[config.mk]
export PLATFORM = sky130hd
export DESIGN_NAME = full_st0_error_bank_buffer
export DESIGN_NICKNAME = d
export VERILOG_FILES = /design/src/rtl/full_st0_error_bank_buffer.sv
export SDC_FILE = /design/constraint.sdc
export NUM_CORES = 1
export LEC_CHECK = 0
export BUFFER_PORTS_ARGS = -buffer_cell sky130_fd_sc_hd__buf_2
export CAP_MARGIN = 10
export CORE_UTILIZATION = 67
export DETAILED_ROUTE_END_ITERATION = 12
export MAX_ROUTING_LAYER = met4
export PLACE_DENSITY = 0.84
export SETUP_SLACK_MARGIN = 0.3
export SYNTH_ARGS = -nofsm -noshare
export SYNTH_HDL_FRONTEND = slang
export SYNTH_SLANG_ARGS = --single-unit
[constraint.sdc]
create_clock -name clk -period 5.45 [get_ports clk]
set_input_delay 0.545 -clock clk [delete_from_list [all_inputs] [get_ports clk]]
set_output_delay 0.545 -clock clk [all_outputs]
set_load 0.005 [all_outputs]
[src/rtl/full_st0_error_bank_buffer.sv]
// Four-bank error sample store with single-bank contiguous replay.
// Optional macro: FULL_ST0_ERROR_BUF_OVERFLOW_CHECK_EN drops writes into full banks.
// Ports: clk, reset (sync, active-high), load_length, error_valid/value/phase/
// sub_address (write side), rd_start/rd_phase (replay request),
// rd_data/rd_vld/rd_last/rd_busy/rd_miss (replay side), bank_full, error_overflow.
module full_st0_error_bank_buffer #(
  parameter int WIDTH = 32,
  parameter int DEPTH = 8,
  localparam int AW = $clog2(DEPTH)
) (
  input  logic             clk,
  input  logic             reset,
  input  logic [2:0]       load_length,
  input  logic             error_valid,
  input  logic [WIDTH-1:0] error_value,
  input  logic [1:0]       error_phase,
  input  logic [AW-1:0]    error_sub_address,
  input  logic             rd_start,
  input  logic [1:0]       rd_phase,
  output logic [WIDTH-1:0] rd_data,
  output logic             rd_vld,
  output logic             rd_last,
  output logic             rd_busy,
  output logic             rd_miss,
  output logic [3:0]       bank_full,
  output logic             error_overflow
);

  typedef enum logic {IDLE, READ} state_t;

  logic [WIDTH-1:0] mem [4*DEPTH];

  state_t        state;
  logic [1:0]    ph;
  logic [AW-1:0] len;
  logic [AW-1:0] addr;
  logic [AW-1:0] ll_aw;
  logic          wr_ok;
  logic          idle_free;
  logic          last_issue;
  logic          start_ok;
  logic          start_miss;
  logic [3:0]    set_m;
  logic [3:0]    clr_m;

  assign ll_aw = AW'(load_length);

  always_comb begin
`ifdef FULL_ST0_ERROR_BUF_OVERFLOW_CHECK_EN
    wr_ok = error_valid && !bank_full[error_phase];
`else
    wr_ok = error_valid;
`endif
    // A new replay may only start once the previous stream has fully drained.
    idle_free  = (state == IDLE) && !rd_vld;
    last_issue = (state == READ) && (addr == len);
    start_ok   = idle_free && rd_start && bank_full[rd_phase];
    start_miss = idle_free && rd_start && !bank_full[rd_phase];
    set_m = 4'b0000;
    clr_m = 4'b0000;
    if (wr_ok && (error_sub_address == ll_aw))
      set_m[error_phase] = 1'b1;
    if (last_issue)
      clr_m[ph] = 1'b1;
  end

  always_ff @(posedge clk) begin
    if (wr_ok)
      mem[{error_phase, error_sub_address}] <= error_value;
  end

  always_ff @(posedge clk) begin
    if (reset) begin
      state          <= IDLE;
      ph             <= 2'd0;
      len            <= '0;
      addr           <= '0;
      rd_data        <= '0;
      rd_vld         <= 1'b0;
      rd_last        <= 1'b0;
      rd_busy        <= 1'b0;
      rd_miss        <= 1'b0;
      bank_full      <= 4'b0000;
      error_overflow <= 1'b0;
    end else begin
      // Set is applied after clear so a same-cycle set wins.
      bank_full <= (bank_full & ~clr_m) | set_m;
      rd_miss   <= start_miss;
      rd_vld    <= (state == READ);
      rd_last   <= last_issue;
      rd_busy   <= (state == READ) || start_ok;
      if (state == READ)
        rd_data <= mem[{ph, addr}];
`ifdef FULL_ST0_ERROR_BUF_OVERFLOW_CHECK_EN
      if (error_valid && bank_full[error_phase])
        error_overflow <= 1'b1;
`else
      error_overflow <= 1'b0;
`endif
      unique case (state)
        IDLE: begin
          if (start_ok) begin
            ph    <= rd_phase;
            len   <= ll_aw;
            addr  <= '0;
            state <= READ;
          end
        end
        READ: begin
          if (addr == len)
            state <= IDLE;
          else
            addr <= addr + 1'b1;
        end
        default: state <= IDLE;
      endcase
    end
  end

endmodule

Word-level counts from Yosys, hierarchy flattened

Memories as Yosys holds them, arrays and structs flattened. A register that Yosys moved wholly into a read port is not among the register bits.
Index checks and enable logic that the tools add are counted.

Bits in registers: 17
RAM bits: 1024
Bits of input ports: 46
Output and inout port bits: 41
Word-level logic and storage cells: 53
Memories kept: 1

Add/sub/neg operators: 1
$lt $le $gt $ge: 5
Eq/ne operators: 4
Mux-type cells: 16
Bitwise operators: 4
Reductions and logical operators: 13

Memories:

| name | depth | width | rd ports | clocked after memory_dff | write ports | line | text |
|---|---|---|---|---|---|---|---|
| mem  | 32    | 32    | 1        | 1                        | 1           | 31   | `logic [WIDTH-1:0] mem [4*DEPTH];` |

Operators by type and width:

| cell                                                                                 | number |
|---|---|
| 2-bit by 3-bit less-than comparator with 1-bit output (second input constant)        | 3 |
| 1-bit logical AND                                                                    | 8 |
| 4-bit 2-to-1 mux                                                                     | 2 |
| 1-bit 2-to-1 mux                                                                     | 7 |
| 3-bit == test                                                                        | 2 |
| 3-bit 2-to-1 mux                                                                     | 2 |
| 3-bit case mux with 2 select lines                                                   | 1 |
| 4-bit bitwise AND                                                                    | 1 |
| 1-bit demux with 2-bit select                                                        | 2 |
| 2-bit by 1-bit greater-or-equal comparator with 1-bit output (second input constant) | 2 |
| 2-bit != test (second input constant)                                                | 2 |
| 4-bit NOT                                                                            | 1 |
| 4-bit bitwise OR                                                                     | 1 |
| 2-bit AND reduction                                                                  | 2 |
| 3-bit by 1-bit adder with 3-bit output (second input constant)                       | 1 |
| 1-bit binary-select mux with 2-bit select                                            | 1 |
| 1-bit zero test                                                                      | 2 |
| 1-bit case mux with 2 select lines                                                   | 1 |
| 1-bit logical OR                                                                     | 1 |
| 1-bit NOT                                                                            | 1 |

Longest topological paths before layout

Gate-level depths: netlist of the first run.

Depth in word-level cells: 8
Gate-level depth with buffers: 8
Mapped depth without buffers: 4

Worst setup path after synthesis of the first run

OpenSTA, ideal clock, no wires.

Path type: in2reg
Start point: in error_sub_address[0]
End point: mem mem[28][0], enable pin
Setup time: 0.421 ns
Data arrival time: 2.558 ns
Data required time: 5.029 ns
Slack: 2.471 ns
Stages: 3
Buffers on the path: 1
Path through: or3b_2 > clkbuf_1 > nor2_1

RTL lines:

| item            | line | text |
|---|---|---|
| start, declared | 17   | `input logic [AW-1:0] error_sub_address,` |
| end, declared   | 31   |  |

No word-level cell before the write port.

==> run summary, run 1 <==
Vias in the first global route - 22.1k
Most frequent cells after synthesis - edfxtp_1 (1,024), mux4_2 (193), nor2_1 (136)
Worst skew pair latency - 680 ps
Worst EP arrival - 3670 ps
Mean Syn Cell Area - 20.9 sq um
Pre-CTS WS - 2270 ps
Crit-path slowest cell - dfxtp_4
Worst-case clock buffer depth - 3
CTS tree - done
DRC - 0
DR vias/cell - 7.29
Sequential fraction of the synthesis area - 77.3%
Share of cells above drive strength 1 - 30.2%
H-Tree Depth - 3
Top-count cell post-synth - edfxtp_1
Routed WL per cell - 34.8 microns
Initial core utilization - 67.9%
Reg power frac - 54.9%
Clock network power share - 43.3%
Synth Net Count - 2,015
RSZ-0062 raised after global routing - no
# IOs - 87
Clock root buffer - clkbuf_16
Die area - 62,300 sq um
# rows - 90
Util after Layout - 76.3%
Flop and latch count out of synthesis - 1,073
Worst slew margin - 16.1%
Drt total wl - 103,000 microns
Switching Fraction - 19.8%
Dpl hpwl - 53,600 microns
Number of DRC markers in iteration 0 - 3,022
Primary FF master, synth - edfxtp_1
Post-CTS Hold Fix Bufs - 0
Setup crit end kind - register
Pwr per Cell Area - 361 nW/um^2
Area contributors post-synth - edfxtp_1 (75%), mux4_2 (11%), mux2_2 (3.5%), mux2i_1 (2.5%), dfxtp_1 (2.4%)
Slew Limit Fails - 0
Final setup vio count - 0
Clk sinks - 1,073
Tcrit/Tclk final - 57.4%
Setup TNS - 0 ps
Filler cells - 2,870
Post-Syn Instances - 1,968
Internal power - 13.4 mW
CTS resizes - 0
Largest net degree at the start of global routing - 77
Worst-Margin Slew - 1260 ps
Logic pwr share - 1.8%
GRT Util Overall - 34.9%
Layout Nets - 2,144
Post-CTS repair timing setup buffer count - 0
Startpoint types - register
Final Critical Period - 3130 ps
Status - finished clean
CP cell instances - buf_12, mux4_2, mux2i_1, o22ai_1, o31a_1
Initial antenna violation count - 0
Area leader, netlist - edfxtp_1
Worst path max stage delay - 860 ps
Data required, critical path - 5990 ps
Syn-to-layout area delta - 12.4%
Cells after DPL - 2,773
Worst setup path class - reg -> reg
Total number of vias - 21.6k
First-pass GRT wire length - 149,000 microns
TritonCTS buffer count - 102
P_sw - 3.29 mW
Yosys cell types - 35
Grt ovf - 0
Peak supply drop - 0.000361 V
Finished Layout Cells - 2,967
Critical Path Fanout Max - 76
Die Span Y - 250 microns
F_max - 0.320 GHz
Number of flops mapped to enable cells by yosys - 1,024
Die width - 250 microns
Mapped Area - 41,100 sq um
Core area - 60,500 sq um
Max Cap Viol - 0
Leak pwr - 14.2 nW
CTS clk-pin slew, worst paths - 70 ps
Synth top area share - 74.9%
Hold crit path type - in -> reg
Router iterations before antenna repair - 5
Final setup margin - 2320 ps
Clock Skews - 27.6 ps
Final hold vios - 0
Yosys warning count - 0
Routability cong. - 0.895
Ys async rst share - 0%
IO buf count - 85
Routed Antenna Nets - 0
==> state kept, by name, summed over array words and instances (netlist names) <==
name / count
rd_data: 32
rd_busy: 1
bank_full: 4
rd_last: 1
len: 3
addr: 3
ph: 2
rd_vld: 1
state: 1
mem: 1024
rd_miss: 1
==> per-layer routing <==
| metal | vias to the layer above | global-route usage (%) | share of wire [%] | routed length, microns |
|---|---|---|---|---|
| met5 | - | - | 0 | 0 |
| met1 | 10992 | 45.5 | 35 | 35700 |
| met3 | 352 | 9.95 | 13 | 13800 |
| met2 | 1880 | 51.8 | 47 | 48700 |
| li1 | 8403 | - | - | - |
| met4 | 0 | 15.7 | 4.8 | 4930 |
==> logic make-up (layout without fill, tap and decap cells) <==
kind of cell	Yosys count	count (layout)	share of synthesized area, %
adder cells (fa/ha/maj)	1	1	0.0305
multiplexers	422	422	16.6
flip-flops	1073	1073	77.3
AND/OR/NAND/NOR	172	172	1.75
AO/OA/AOI/OAI	175	175	2.94
buffers and inverters	114	330	1.23
other	1	2	0.00913
XOR/XNOR	10	10	0.213
==> cells in the final DEF (no fill, tap or decap), types with 3 or more instances in the layout <==
cell type   count
nand3b_1        3
xor2_1          3
o21ai_0         4
nor2_1        104
nand3_1         6
clkbuf_16     105
clkinvlp_4      4
clkbuf_8        7
nand2_1         8
o22ai_1        96
o31a_1         32
or2_2           3
mux2_2        128
buf_4          47
nand2b_2        4
bufinv_16      12
clkinv_4        3
buf_12          5
buf_2          85
clkbuf_1       15
mux2i_1       101
clkinv_2       21
xnor2_1         7
mux4_2        193
clkinv_1       20
a21oi_1         8
o31ai_1        33
dfxtp_1        45
dfxtp_4         4
nor2_4         32
edfxtp_1     1024
==> worst max-delay path: cells and delay by family (launching register included) <==
family / cells / cell delay (ps)
muxes: 2 / 870
AOI/OAI and AO/OA: 2 / 520
DFF: 1 / 860
buffers and inverters: 1 / 590
==> power groups by stage <==
| stage | Sequential, mW | Combinational, mW | Clock (mW) |
|---|---|---|---|
| 2_1_floorplan | 9.31 | 0.0831 | 0 |
| 3_3_place_gp | 9.31 | 0.262 | 0 |
| 3_5_place_dp | 9.32 | 0.277 | 0 |
| 4_1_cts | 9.15 | 0.283 | 7.22 |
| 5_1_grt | 9.15 | 0.302 | 7.53 |
| 6_report | 9.15 | 0.293 | 7.22 |
==> path summary, 6_finish.rpt <==
path / start / end / slack, ps / cells after the start
max: addr[0]$_SDFFE_PP0P_ / rd_data[26]$_SDFFE_PP0P_ / 2320 / 5
min: rd_start / rd_miss$_SDFF_PP0_ / 110 / 3
max reg2reg: addr[0]$_SDFFE_PP0P_ / rd_data[26]$_SDFFE_PP0P_ / 2320 / 5
min reg2reg: rd_vld$_SDFF_PP0_ / rd_miss$_SDFF_PP0_ / 490 / 3
==> area by class of cell <==
class	count	area, sq um	area share (%)
well taps	782	978	2.12
clock buffers	127	2780	6.02
repair buffers	138	906	1.96
diodes	1	2.50	0.00542
inverters	1	3.75	0.00813
multi-input cells	781	9080	19.7
clock inverters	64	649	1.41
flip-flops and latches	1073	31700	68.8
==> through the flow <==
stage / area [sq um] / power (mW) / hold slack [ps]
global placement: 42700 / 9.58 / 480
global route: 46100 / 17.0 / 117
CTS: 46100 / 16.7 / 97.9
detailed placement: 42700 / 9.60 / 491
finish: 46100 / 16.7 / 107
floorplan: 41100 / 9.40 / 480
Power figures use the tool's default switching activity.
==> run 2, diff against run 1 <==
--- a/config.mk
+++ b/config.mk
@@ -7,10 +7,10 @@
 export LEC_CHECK = 0
 export BUFFER_PORTS_ARGS = -buffer_cell sky130_fd_sc_hd__buf_2
 export CAP_MARGIN = 10
-export CORE_UTILIZATION = 67
+export CORE_UTILIZATION = 56
 export DETAILED_ROUTE_END_ITERATION = 12
 export MAX_ROUTING_LAYER = met4
-export PLACE_DENSITY = 0.84
+export PLACE_DENSITY = 0.75
 export SETUP_SLACK_MARGIN = 0.3
 export SYNTH_ARGS = -nofsm -noshare
 export SYNTH_HDL_FRONTEND = slang
==> constraint.sdc (replaced) <==
create_clock -name clk -period 2.7 [get_ports clk]
set_input_delay 0.27 -clock clk [delete_from_list [all_inputs] [get_ports clk]]
set_output_delay 0.27 -clock clk [all_outputs]
set_load 0.005 [all_outputs]
==> run 2 against run 1 <==
  * Die area rose by 19%
  * Fmax up 36%
  * Global-route usage fell by 6.0 points
  * Clock-buffer cell count grew 20
  * Critical path depth did not move
  * Via count decreased by 1.6%
  * Largest cell class unchanged
  * Largest power group unchanged
  * Highest routed layer unchanged
==> run summary, run 2 (same netlist as run 1, synthesis figures left out) <==
F_max - 0.435 GHz (was 0.320 GHz)
Tcrit/Tclk final - 85.2% (was 57.4%)
Regs by FF count - mem (1024), rd_data (32), bank_full (4) (unchanged)
First-pass GRT wire length - 147,000 microns (was 149,000 microns)
Worst skew pair latency - 670 ps (was 680 ps)
Final hold vios - 0 (unchanged)
Hold path depth - 3 (unchanged)
Slew Limit Fails - 0 (unchanged)
# rows - 98 (was 90)
Worst-Margin Slew - 688 ps (was 1260 ps)
Most frequent cells in the layout - edfxtp_1 (1,024), mux4_2 (193), mux2_2 (128) (unchanged)
TritonCTS buffer count - 103 (was 102)
Hold_ws - 68.5 ps (was 107 ps)
Share of cells above drive strength 1 - 31.7% (was 30.2%)
R2r startpoint - addr[1]$_SDFFE_PP0P_ (was addr[0]$_SDFFE_PP0P_)
CTS resizes - 0 (unchanged)
Worst setup path class - reg -> reg (unchanged)
CTS clk-pin slew, worst paths - 60 ps (was 70 ps)
Hold crit path type - in -> reg (unchanged)
GRT Util Overall - 28.8% (was 34.9%)
R2r setup slk - 400 ps (was 2320 ps)
Routability cong. - 0.905 (was 0.895)
Routed WL per cell - 31.8 microns (was 34.8 microns)
Syn-to-layout area delta - 15.0% (was 12.4%)
Most flop-heavy register - mem (unchanged)
Drt total wl - 102,000 microns (was 103,000 microns)
Commonest non-fill, non-tap cell in the layout - edfxtp_1 (unchanged)
Initial antenna violation count - 4 (was 0)
Worst EP arrival - 2850 ps (was 3670 ps)
# IOs - 87 (unchanged)
RSZ-0062 raised after global routing - no (unchanged)
Worst-case clock buffer depth - 3 (unchanged)
Max reg flops - 1,024 (unchanged)
Router iterations before antenna repair - 6 (was 5)
FF-to-FF End - rd_data[22]$_SDFFE_PP0P_ (was rd_data[26]$_SDFFE_PP0P_)
Final Critical Period - 2300 ps (was 3130 ps)
Die area - 74,400 sq um (was 62,300 sq um)
Layout Nets - 2,217 (was 2,144)
Max Cap Viol - 0 (unchanged)
Peak supply drop - 0.000707 V (was 0.000361 V)
DRC - 0 (unchanged)
Largest net degree at the start of global routing - 73 (was 77)
Clock root buffer - clkbuf_16 (unchanged)
Vias in the first global route - 21.5k (was 22.1k)
Number of DRC markers in iteration 0 - 3,010 (was 3,022)
Leak pwr - 14.6 nW (was 14.2 nW)
Cells after DPL - 3,003 (was 2,773)
Pwr per Cell Area - 703 nW/um^2 (was 361 nW/um^2)
CTS tree - done (unchanged)
Dpl hpwl - 59,000 microns (was 53,600 microns)
Tot Pwr - 33.2 mW (was 16.7 mW)
H-Tree Depth - 3 (unchanged)
Initial core utilization - 57.1% (was 67.9%)
R2R depth - 5 (unchanged)
Clk sinks - 1,073 (unchanged)
Finished Layout Cells - 3,214 (was 2,967)
Clock Skews - 39.0 ps (was 27.6 ps)
Setup crit end kind - register (unchanged)
Die width - 273 microns (was 250 microns)
Total number of vias - 21.3k (was 21.6k)
Startpoint types - register (unchanged)
IO buf count - 85 (unchanged)
Hold Path Origin - rd_phase[0] (was rd_start)
Core area - 72,000 sq um (was 60,500 sq um)
Die Span Y - 273 microns (was 250 microns)
Critical Path Fanout Max - 72 (was 76)
Status - finished clean (unchanged)
Data required, critical path - 3250 ps (was 5990 ps)
Grt ovf - 0 (unchanged)
Worst Hold Path EP - ph[0]$_SDFFE_PP0P_ (was rd_miss$_SDFF_PP0_)
DR vias/cell - 6.62 (was 7.29)
Routed Antenna Nets - 0 (unchanged)
Worst slew margin - 54.1% (was 16.1%)
Final setup vio count - 0 (unchanged)
[run 2: cell count changes in the layout (fill, tap and decap cells not counted), moves of 5 or more]
cell	change
buf_12	+32
buf_4	+34
bufinv_16	-6
clkbuf_1	+15
clkbuf_8	+5
clkinv_2	-6
dlygate4sd3_1	+7
inv_6	+5
[run 2: layout make-up]
class / instances / area (sq um)
multi-input cells: 781 / 9080
clock inverters: 47 / 434
diodes: 5 / 12.5
repair buffers: 210 / 1840
well taps: 950 / 1190
flip-flops and latches: 1073 / 31700
fillers: 4472 / 24800
inverters: 1 / 3.75
clock buffers: 147 / 2910
[run 2: power breakdown]
group          switching [mW]  internal [mW]
Clock                    6.04           8.09
Combinational           0.458          0.141
Sequential             0.0525           18.4
Total                    6.55           26.6
[run 2: what timing repair did]
action | in CTS | in global routing
endpoints found under the setup margin | 0 | 7
hold buffers | 7 | 0
endpoints found under the hold margin | 6 | 0
buffers inserted | 0 | 5
[run 2: layer usage]
| layer | vias to the layer above | global-route usage [%] | wire, microns | part of all wire, % |
|---|---|---|---|---|
| li1 | 8563 | - | - | - |
| met1 | 11088 | 38.2 | 38200 | 37 |
| met2 | 1401 | 44.4 | 49200 | 48 |
| met3 | 235 | 6.93 | 11700 | 11 |
| met4 | 0 | 9.15 | 3170 | 3.1 |
| met5 | - | - | 0 | 0 |
[run 2: metrics by stage]
stage / util [%] / setup TNS (ps) / setup slack [ps] / cell area, sq um
2_1_floorplan: - / -782 / -4.10 / 41100
3_3_place_gp: 60.8 / 0 / 354 / 43700
3_5_place_dp: 60.8 / 0 / 334 / 43700
4_1_cts: 65.5 / 0 / 314 / 47100
5_1_grt: 65.6 / 0 / 338 / 47200
6_report: 65.6 / 0 / 399 / 47200
[run 2: worst max-delay path: stages, from the launching register on]
cell and delay (ps):
dfxtp_4 590, buf_12 390, mux2_2 400, o22ai_1 320, o31ai_1 140, o31a_1 330
[run 2: worst max-delay path by stage]
stage | startpoint | end | slack [ps] | cells after the start
detailed placement | addr[0]$_SDFFE_PP0P_ | rd_data[7]$_SDFFE_PP0P_ | 330 | 6
global route | addr[1]$_SDFFE_PP0P_ | rd_data[22]$_SDFFE_PP0P_ | 340 | 5
global placement | addr[0]$_SDFFE_PP0P_ | rd_data[7]$_SDFFE_PP0P_ | 350 | 6
floorplan | error_sub_address[0] | mem[28][0]$_DFFE_PP_ | -4 | 3
finish | addr[1]$_SDFFE_PP0P_ | rd_data[22]$_SDFFE_PP0P_ | 400 | 5
CTS | addr[0]$_SDFFE_PP0P_ | rd_data[7]$_SDFFE_PP0P_ | 310 | 6
==> run 3, diff against run 2 <==
--- a/config.mk
+++ b/config.mk
@@ -9,9 +9,11 @@
 export CAP_MARGIN = 10
 export CORE_UTILIZATION = 56
 export DETAILED_ROUTE_END_ITERATION = 12
+export GPL_TIMING_DRIVEN = 0
 export MAX_ROUTING_LAYER = met4
 export PLACE_DENSITY = 0.75
 export SETUP_SLACK_MARGIN = 0.3
 export SYNTH_ARGS = -nofsm -noshare
 export SYNTH_HDL_FRONTEND = slang
 export SYNTH_SLANG_ARGS = --single-unit
+export TNS_END_PERCENT = 100
==> run 3 against run 2 <==
  * Core utilization grew 0.71 points
  * Die area is the same
  * Combinational power grew 2%
  * Total power grew 0.71%
  * Clock skew grew 3.8 ps
  * Setup slack lost 220 ps
  * Critical path depth grew 3
  * Register-to-register slack lost 220 ps
  * Wire length grew 10%
  * Sequential power is essentially flat
  * Global-route usage grew 2.8 points
  * Highest routed layer unchanged
==> run summary, run 3 (same netlist as run 1, synthesis figures left out) <==
Commonest non-fill, non-tap cell in the layout - edfxtp_1 (unchanged)
Startpoint types - register (unchanged)
# rows - 98 (unchanged)
CP cell instances - buf_8, buf_8, buf_6, nand2_1, buf_4, o22ai_1, o31ai_1, o31a_1 (was buf_12, mux2_2, o22ai_1, o31ai_1, o31a_1)
Status - finished clean (unchanged)
First-pass GRT wire length - 158,000 microns (was 147,000 microns)
Max Cap Viol - 0 (unchanged)
Worst setup path class - reg -> reg (unchanged)
Worst path max stage delay - 460 ps (was 590 ps)
CTS clk-pin slew, worst paths - 70 ps (was 60 ps)
Routed Antenna Nets - 0 (unchanged)
DR vias/cell - 6.77 (was 6.62)
Die width - 273 microns (unchanged)
Hold crit path type - in -> reg (unchanged)
Cells after DPL - 3,046 (was 3,003)
Routability cong. - 0.870 (was 0.905)
Peak supply drop - 0.000600 V (was 0.000707 V)
Worst slew margin - 14.2% (was 54.1%)
GRT Util Overall - 31.6% (was 28.8%)
Setup TNS - 0 ps (unchanged)
Filler cells - 4,421 (was 4,472)
Layout Nets - 2,259 (was 2,217)
Crit-path slowest cell - dfxtp_1 (was dfxtp_4)
Total number of vias - 22.0k (was 21.3k)
Area taken by multi-input logic gates - 9100 sq um (was 9080 sq um)
Pwr per Cell Area - 700 nW/um^2 (was 703 nW/um^2)
Worst-case clock buffer depth - 3 (unchanged)
Die area - 74,400 sq um (unchanged)
DRC - 0 (unchanged)
Slew Limit Fails - 0 (unchanged)
Die Span Y - 273 microns (unchanged)
Worst skew pair latency - 690 ps (was 670 ps)
# IOs - 87 (unchanged)
Clock root buffer - clkbuf_16 (unchanged)
Critical Path Fanout Max - 10 (was 72)
Dpl hpwl - 69,700 microns (was 59,000 microns)
Number of DRC markers in iteration 0 - 3,799 (was 3,010)
Router iterations before antenna repair - 6 (unchanged)
Syn-to-layout area delta - 16.2% (was 15.0%)
Largest net degree at the start of global routing - 33 (was 73)
Vias in the first global route - 22.0k (was 21.5k)
Register area - 31,700 sq um (about the same)
RSZ-0062 raised after global routing - yes (was no)
Finished Layout Cells - 3,256 (was 3,214)
Leak pwr - 14.8 nW (was 14.6 nW)
IO buf count - 83 (was 85)
Clock Skews - 42.8 ps (was 39.0 ps)
Drt total wl - 113,000 microns (was 102,000 microns)
Tot Pwr - 33.4 mW (was 33.2 mW)
Worst-Margin Slew - 1290 ps (was 688 ps)
Share of cells above drive strength 1 - 32.0% (was 31.7%)
Final setup vio count - 0 (unchanged)
Tcrit/Tclk final - 93.4% (was 85.2%)
Setup crit end kind - register (unchanged)
Regs by FF count - mem (1024), rd_data (32), bank_full (4) (unchanged)
Core area - 72,000 sq um (unchanged)
Routed WL per cell - 34.7 microns (was 31.8 microns)
Most flop-heavy register - mem (unchanged)
Clk sinks - 1,073 (unchanged)
Data required, critical path - 3240 ps (was 3250 ps)
Worst EP arrival - 3060 ps (was 2850 ps)
Max reg flops - 1,024 (unchanged)
CTS tree - done (unchanged)
Grt ovf - 0 (unchanged)
F_max - 0.397 GHz (was 0.435 GHz)
Initial core utilization - 57.1% (unchanged)
Most frequent cells in the layout - edfxtp_1 (1,024), mux4_2 (193), mux2_2 (128) (unchanged)
Most frequent CP cell - buf_8
Final hold vios - 0 (unchanged)
Initial antenna violation count - 6 (was 4)
TritonCTS buffer count - 102 (was 103)
Final Critical Period - 2520 ps (was 2300 ps)
H-Tree Depth - 3 (unchanged)
==> run 3: cell types whose count changed in the layout (fill, tap and decap cells not counted), sizes merged <==
cell / change
dlygate4sd3: +2
clkinvlp: +2
buf: -23
diode: +1
clkbuf: +65
bufinv: +1
inv: -6
==> run 3: worst paths after layout <==
| kind | from | to | slack (ps) | cells after the start |
|---|---|---|---|---|
| setup / recovery | addr[0]$_SDFFE_PP0P_ | rd_data[3]$_SDFFE_PP0P_ | 180 | 8 |
| hold reg to reg | rd_data[23]$_SDFFE_PP0P_ | rd_data[23]$_SDFFE_PP0P_ | 590 | 3 |
| setup reg to reg | addr[0]$_SDFFE_PP0P_ | rd_data[3]$_SDFFE_PP0P_ | 180 | 8 |
| hold / removal | error_value[28] | mem[8][28]$_DFFE_PP_ | 80 | 1 |
==> run 3: power breakdown <==
group	total, mW	switching, mW	internal, mW
clock	14.3	6.13	8.21
sequential	18.5	0.0508	18.4
combinational	0.612	0.460	0.152
total	33.4	6.64	26.8
==> run 3: critical path: cells and delay by family (launching register included) <==
| family | cells | cell delay [ps] |
|---|---|---|
| buffers and inverters | 4 | 920 |
| AOI/OAI and AO/OA | 3 | 840 |
| DFF | 1 | 460 |
| and+or+nand+nor | 1 | 160 |
==> run 3: layout make-up <==
cell class              count  area share, %
well taps                 950           2.49
clock inverters            44          0.912
inverters                   1        0.00786
multi-input cells         781           19.1
clock buffers             148           6.14
flip-flops and latches   1073           66.5
repair buffers            140           3.36
plain buffers             113           1.51
diodes                      6         0.0315
==> run 3: per-stage QoR <==
step	worst slack (ps)	hold WS, ps	instance area (sq um)	util, %
2_1_floorplan	-4.10	369	41100	-
3_3_place_gp	-2310	555	42700	59.3
3_5_place_dp	-211	572	44000	61.1
4_1_cts	230	59.3	47600	66.1
5_1_grt	168	81.7	47700	66.3
6_report	179	84.6	47700	66.3
==> run 3: timing repair <==
item | in CTS | in global routing
resized for setup | 83 | 54
setup buffers | 0 | 2
endpoints found under the setup margin | 36 | 44
hold endpoints to repair | 8 | 0
pin swaps | 0 | 2
hold buffers | 9 | 0
==> run 3: per-layer routing <==
layer | track usage (%) | up-vias | wire (microns)
met5 | - | - | 0
met4 | 13.0 | 0 | 5390
met3 | 8.89 | 339 | 14400
met2 | 46.9 | 1674 | 52100
met1 | 41.4 | 11389 | 41000
li1 | - | 8642 | -
